## config.mk

```make
export PLATFORM = sky130hd
export DESIGN_NAME = keypad_tx_flat
export DESIGN_NICKNAME = d
export VERILOG_FILES = /design/src/rtl/keypad_tx_pkg.sv /design/src/rtl/keypad_tx_if.sv /design/src/rtl/keypad_tx_sync2.sv /design/src/rtl/keypad_tx.sv /design/src/flat_wrapper.sv
export SDC_FILE = /design/constraint.sdc
export NUM_CORES = 1
export LEC_CHECK = 0
export ABC_CLOCK_PERIOD_IN_PS = 2730
export CORE_ASPECT_RATIO = 0.9
export CORE_UTILIZATION = 54
export DETAILED_ROUTE_END_ITERATION = 8
export PLACE_DENSITY = 0.84
export SLEW_MARGIN = 25
export SYNTH_ARGS = -nofsm -noshare
export SYNTH_HDL_FRONTEND = slang
export SYNTH_SLANG_ARGS = --single-unit
```

## constraint.sdc

```tcl
create_clock -name MAX10_CLK1_50 -period 2.73 [get_ports MAX10_CLK1_50]
set_clock_uncertainty 0.15 [all_clocks]
set_input_delay 0.4095 -clock MAX10_CLK1_50 [delete_from_list [all_inputs] [get_ports MAX10_CLK1_50]]
set_output_delay 0.4095 -clock MAX10_CLK1_50 [all_outputs]
set_load 0.01 [all_outputs]
```

## src/rtl/keypad_tx_pkg.sv

```systemverilog
// Shared keypad definitions: FSM states, the special key codes that the vault
// side also decodes, and the row/column to code map.
package keypad_pkg;

  typedef enum logic [1:0] {
    SCAN         = 2'd0,
    DEBOUNCE     = 2'd1,
    SEND         = 2'd2,
    WAIT_RELEASE = 2'd3
  } kp_state_t;

  localparam logic [3:0] KEY_CANCEL = 4'hF;
  localparam logic [3:0] KEY_ENTER  = 4'hE;

  function automatic logic [3:0] key_lookup(input logic [1:0] row, input logic [1:0] col);
    logic [3:0] code;
    code = 4'h0;
    case ({row, col})
      4'h0: code = 4'h1;
      4'h1: code = 4'h2;
      4'h2: code = 4'h3;
      4'h3: code = 4'hA;
      4'h4: code = 4'h4;
      4'h5: code = 4'h5;
      4'h6: code = 4'h6;
      4'h7: code = 4'hB;
      4'h8: code = 4'h7;
      4'h9: code = 4'h8;
      4'hA: code = 4'h9;
      4'hB: code = 4'hC;
      4'hC: code = KEY_CANCEL;
      4'hD: code = 4'h0;
      4'hE: code = KEY_ENTER;
      4'hF: code = 4'hD;
      default: code = 4'h0;
    endcase
    return code;
  endfunction

endpackage

```

## src/rtl/keypad_tx_if.sv

```systemverilog
// Keypad-to-vault event link. One-way strobe with no ready: each key_validout
// pulse is one event, and key_code is meaningful only while key_validout is high.
interface keypad_tx_if;
  logic       key_validout;
  logic [3:0] key_code;

  modport master (output key_validout, output key_code);
  modport slave  (input  key_validout, input  key_code);
endinterface

```

## src/rtl/keypad_tx_sync2.sv

```systemverilog
// Generic two-flop synchronizer for asynchronous inputs; the reset value lets
// active-low inputs come out of reset in their idle state.
module sync2 #(
  parameter int               WIDTH   = 1,
  parameter logic [WIDTH-1:0] RST_VAL = '0
) (
  input  logic             clk,
  input  logic             rst,
  input  logic [WIDTH-1:0] d,
  output logic [WIDTH-1:0] q
);

  logic [WIDTH-1:0] meta;

  always_ff @(posedge clk or posedge rst) begin
    if (rst) begin
      meta <= RST_VAL;
      q    <= RST_VAL;
    end else begin
      meta <= d;
      q    <= meta;
    end
  end

endmodule

```

## src/rtl/keypad_tx.sv

```systemverilog
// 4x4 keypad scanner/debouncer that sends one coded event per physical press
// over the keypad_tx_if link; fsm_state exposes the controller state.
module keypad_tx
  import keypad_pkg::*;
#(
  parameter int SCAN_DIV        = 50_000,
  parameter int DEBOUNCE_CYCLES = 1_000_000,
  parameter int VALID_CYCLES    = 16
) (
  input  logic          MAX10_CLK1_50,
  input  logic          reset,
  input  logic [3:0]    kp_row,
  output logic [3:0]    kp_col,
  keypad_tx_if.master   link,
  output kp_state_t     fsm_state
);

  localparam int SW = (SCAN_DIV > 1) ? $clog2(SCAN_DIV) : 1;
  localparam int DW = (DEBOUNCE_CYCLES > 1) ? $clog2(DEBOUNCE_CYCLES) : 1;
  localparam int VW = $clog2(VALID_CYCLES + 1);

  kp_state_t      state, state_nxt;
  logic [3:0]     row_s;
  logic [1:0]     col_idx, col_nxt, lat_row, low_row;
  logic [SW-1:0]  scan_cnt;
  logic [DW-1:0]  deb_cnt;
  logic [VW-1:0]  val_cnt;
  logic           key_valid_q;
  logic [3:0]     key_code_q;
  logic           any_low, lat_row_high, scan_wrap, deb_done, val_done;

  sync2 #(.WIDTH(4), .RST_VAL(4'hF)) u_row_sync (
    .clk (MAX10_CLK1_50),
    .rst (reset),
    .d   (kp_row),
    .q   (row_s)
  );

  assign any_low      = ~&row_s;
  assign lat_row_high = row_s[lat_row];
  assign scan_wrap    = (scan_cnt == SW'(SCAN_DIV - 1));
  assign deb_done     = (deb_cnt == DW'(DEBOUNCE_CYCLES - 1));
  assign val_done     = (val_cnt == VW'(VALID_CYCLES));
  assign col_nxt      = col_idx + 2'd1;

  // Lowest-index low row wins when several rows are active in one column.
  always_comb begin
    low_row = 2'd0;
    for (int i = 3; i >= 0; i--) begin
      if (!row_s[i]) low_row = 2'(i);
    end
  end

  always_comb begin
    state_nxt = state;
    case (state)
      SCAN:         if (any_low) state_nxt = DEBOUNCE;
      DEBOUNCE:     if (lat_row_high) state_nxt = SCAN;
                    else if (deb_done) state_nxt = SEND;
      SEND:         if (val_done) state_nxt = WAIT_RELEASE;
      WAIT_RELEASE: if (!any_low && deb_done) state_nxt = SCAN;
      default:      state_nxt = SCAN;
    endcase
  end

  // col_idx doubles as the latched column: it stays frozen outside SCAN, so a
  // failed debounce resumes scanning from the column that was pressed.
  always_ff @(posedge MAX10_CLK1_50 or posedge reset) begin
    if (reset) begin
      state       <= SCAN;
      col_idx     <= 2'd0;
      kp_col      <= 4'b1110;
      lat_row     <= 2'd0;
      scan_cnt    <= '0;
      deb_cnt     <= '0;
      val_cnt     <= '0;
      key_valid_q <= 1'b0;
      key_code_q  <= 4'h0;
    end else begin
      state <= state_nxt;
      case (state)
        SCAN: begin
          if (any_low) begin
            lat_row <= low_row;
            deb_cnt <= '0;
          end else if (scan_wrap) begin
            scan_cnt <= '0;
            col_idx  <= col_nxt;
            kp_col   <= ~(4'b0001 << col_nxt);
          end else begin
            scan_cnt <= scan_cnt + 1'b1;
          end
        end
        DEBOUNCE: begin
          if (lat_row_high) begin
            scan_cnt <= '0;
          end else if (deb_done) begin
            key_code_q <= key_lookup(lat_row, col_idx);
            deb_cnt    <= '0;
          end else begin
            deb_cnt <= deb_cnt + 1'b1;
          end
        end
        SEND: begin
          // Code was loaded on entry; the strobe starts one cycle later.
          if (val_done) begin
            key_valid_q <= 1'b0;
            val_cnt     <= '0;
          end else begin
            key_valid_q <= 1'b1;
            val_cnt     <= val_cnt + 1'b1;
          end
        end
        WAIT_RELEASE: begin
          if (any_low) begin
            deb_cnt <= '0;
          end else if (deb_done) begin
            deb_cnt  <= '0;
            scan_cnt <= '0;
          end else begin
            deb_cnt <= deb_cnt + 1'b1;
          end
        end
        default: ;
      endcase
    end
  end

  assign link.key_validout = key_valid_q;
  assign link.key_code     = key_code_q;
  assign fsm_state         = state;

endmodule

```

## src/flat_wrapper.sv

```systemverilog
// flat-port wrapper written by rule: the top's interface ports become plain ports
module keypad_tx_flat import keypad_pkg::*;
#(
  parameter int SCAN_DIV        = 50_000,
  parameter int DEBOUNCE_CYCLES = 1_000_000,
  parameter int VALID_CYCLES    = 16
)
  (MAX10_CLK1_50, reset, kp_row, kp_col, fsm_state, link_key_validout, link_key_code);
  keypad_tx_if link_i ();
  input  logic MAX10_CLK1_50;
  input  logic reset;
  input  logic [3:0] kp_row;
  output logic [3:0] kp_col;
  output kp_state_t fsm_state;
  output wire logic [$bits(link_i.key_validout)-1:0] link_key_validout;
  output wire logic [$bits(link_i.key_code)-1:0] link_key_code;
  assign link_key_validout = link_i.key_validout;
  assign link_key_code = link_i.key_code;
  keypad_tx #(.SCAN_DIV(SCAN_DIV), .DEBOUNCE_CYCLES(DEBOUNCE_CYCLES), .VALID_CYCLES(VALID_CYCLES)) u_core (.MAX10_CLK1_50(MAX10_CLK1_50), .reset(reset), .kp_row(kp_row), .kp_col(kp_col), .link(link_i), .fsm_state(fsm_state));
endmodule
```

==> impl_results.md <==
* Min Tclk post-route at about 2.6 ns
* Critical setup path kind: reg -> reg
* Clk buf depth at 2
* Max-slew violations at 0
* Die W at 85.85 um
* RSZ-0062 raised after global routing: false
* CP max FO at 8
* GRT overflow at 0
* Pwr dens at 672.1 mW/mm2
* Non-filler cells, final at 470
* Sequential-to-total area share from yosys stat at 47.27%
* Worst path arrival time at 2.70 ns
* Dpl ws at about 0.11 ns
* VDD IR max at ~0.48 mV
* Yosys cell types at 55
* Total vias in the final route at around 2,900
* Fin worst setup slack at slightly above 0.1 ns
* Crit path launch type: flop
* Final hold vios at 0
* I/O Buffers at 16
* Vias in the first global route at about 2,700
* Overall routed net length at around 7300 um
* CTS tree: yes
* Worst Hold Class: reg -> reg
* DRT antenna net count at 0
* CTS sink count at 64
* Pin count of the biggest net entering global routing at 65
* MaxCap Viol Count at 0
* Final worst-path cycle share at a little over nine tenths
* Initial Util at about 56%
* GRT Overall Usage at approximately a quarter
* First-pass GRT wire length at approximately 12,000 um
* Initial antenna violation count at 0
* Post-synthesis cell count at between 300 and 400
* Hold_buf cts at 0
* Critical Path End Type: flop
* Layout area overhead at 14.65%
* GP Congestion at 0.8836
* Max-slew headroom at between 40% and 50%
* Synth Net Count at between 300 and 400
* Total CTS buffers at 9
* Final design utilization at 64.07%
* Synthesis Warnings at 0
* CTS resizes at 0
* Final setup vio count at 0
* Clock root cell: clkbuf_8
* Htree depth at 3
* Setup TNS at 0 ns
* Vias/cell at around 6
* Ys flop type: dfrtp_1
* Worst Path Required at 2.80 ns
* Netlist Area Pre-Place at roughly 0.0034 mm2
* Most common cell after layout, fill and taps aside: dfrtp_1
* Mean post-synth cell area at 9.707 um2
* Die H at a little under 80 um
* DR WL/cell at around 15 um
* Core area at around 0.0061 mm2
* Number of synthesized flops with an enable pin at 0
* Initial DRC count at 204
* Share of cells above drive strength 1 at between 10% and 20%
* Asr flop ratio synth at 100.0%
* Flops & latches, synth at 64
* N_diodes at 0
* DR pass1 iterations at 5
* Worst-Margin Slew at between 0.7 and 0.8 ns
* Placed cells at around 460
* Post-CTS setup buffers at 0
* WHS at a little over 0.2 ns
* Outcome: complete, no violations
* CP cell instances: or4b_4 > nor4_4 > a311oi_2 > or2_1 > a221o_1
* Final HPWL DP at between 4000 and 5000 um
* Rows at 27
* Fmax at 380.5 MHz
* Clk_lat worst skew at 0.34 ns
* Io pins at 17
* Slowest stage delay, CP at approximately 0.55 ns
* Fin nets at 396
* DRC viols at 0
* Leakage at roughly 1.7 nW
* CP max stage cell: or4b_4
* Clock transition at path regs at about 0.06 ns
* Die Area at 0.006650 mm2
* Most frequent cells in the layout: dfrtp_1 (53), nand2_1 (37), nor2_1 (29)
-- report_power, final --
part	total [W]	switching (W)	internal, W
Clock	0.000811	0.000346	0.000465
Sequential	0.00113	0.000118	0.00101
Combinational	0.000693	0.000429	0.000264
-- worst paths after layout --
check | endpoint | slack [ns] | start | depth (start not counted)
min in group asynchronous | u_core.deb_cnt[19] | 0.29 | reset | 3
worst max register to register | u_core.scan_cnt[12] | 0.10 | u_core.deb_cnt[10] | 5
worst min-delay path | u_core.u_row_sync.q[3] | 0.21 | u_core.u_row_sync.meta[3] | 0
worst min register to register | u_core.u_row_sync.q[3] | 0.21 | u_core.u_row_sync.meta[3] | 0
worst max-delay path | u_core.scan_cnt[12] | 0.10 | u_core.deb_cnt[10] | 5
max in group asynchronous | u_core.u_row_sync.meta[3] | 1.82 | reset | 3
-- state kept, by name, summed over array words and instances (netlist names), named ones only --
name,flops
u_core.col_idx,2
u_core.deb_cnt,20
u_core.fsm_state,1
u_core.kp_col,4
u_core.lat_row,2
u_core.link.key_code,4
u_core.link.key_validout,1
u_core.scan_cnt,16
u_core.u_row_sync.meta,4
u_core.u_row_sync.q,4
u_core.val_cnt,5
-- cells by family after synthesis --
family                     after synthesis  synth area share, %
buffers and inverters                   20                2.673
muxes                                   12                4.138
DFF                                     64                47.27
adders and majority gates               11                4.028
and+or+nand+nor                        148                23.25
AOI/OAI and AO/OA                       88                16.33
xor gates and xnor gates                 9                2.307
-- Yosys cell counts (2+ instances only) --
cell type  instances  area (um2)
a211o_1            4       35.03
a211oi_1           2       15.01
a21oi_1           20       100.1
a221o_1            3       30.03
a22o_1             2       17.52
a31oi_1           15       93.84
a41oi_1            5       43.79
and3_1            15       93.84
and4_1             3       26.28
buf_6              2       22.52
clkbuf_1           7       26.28
dfrtp_1           53        1326
dfstp_2           11       289.0
ha_1              11       137.6
inv_1             10       37.54
mux2_2             7       78.83
mux2i_1            4       40.04
nand2_1           37       138.9
nand2b_1           2       12.51
nand3_1           17       85.08
nand3b_1           3       22.52
nand4_1           11       68.82
nand4b_1           2       17.52
nor2_1            29       108.9
nor3_1            11       55.05
nor4_1             2       12.51
nor4b_1            3       26.28
nor4bb_1           2       20.02
o21ai_0           26       130.1
xnor2_1            2       17.52
xor2_1             7       61.31
-- critical path: cells and delay by family (launching register included) --
family           cells  cell delay, ns
AO/OA/AOI/OAI        2            0.57
flip-flops           1            0.43
AND/OR/NAND/NOR      3            1.37
-- per-layer routing --
layer,share of wire [%],vias to the layer above,wire length [um],GRT usage (%)
met1,45,1397,3274,31.43
met4,1.3,0,97,6.667
li1,-,1371,-,-
met2,49,78,3519,38.16
met5,0,-,0,0
met3,5.0,10,361,7.128
-- stage by stage --
step           power (W)  instance area [um2]
3_5_place_dp    0.001827                 3720
6_report        0.002633                 3918
3_3_place_gp    0.001777                 3720
4_1_cts         0.002641                 3918
2_1_floorplan   0.001598                 3417
5_1_grt         0.002768                 3918
-- layout make-up --
| class | instances | area [um2] |
|---|---|---|
| Fill cell | 498 | 2197 |
| Inverter | 10 | 37.54 |
| Clock buffer | 12 | 155.1 |
| Clock inverter | 3 | 42.54 |
| Multi-Input combinational cell | 268 | 1710 |
| Timing Repair Buffer | 26 | 247.7 |
| Sequential cell | 64 | 1615 |
| Tap cell | 87 | 108.9 |
Note: power is estimated with default switching activity, not from simulation.
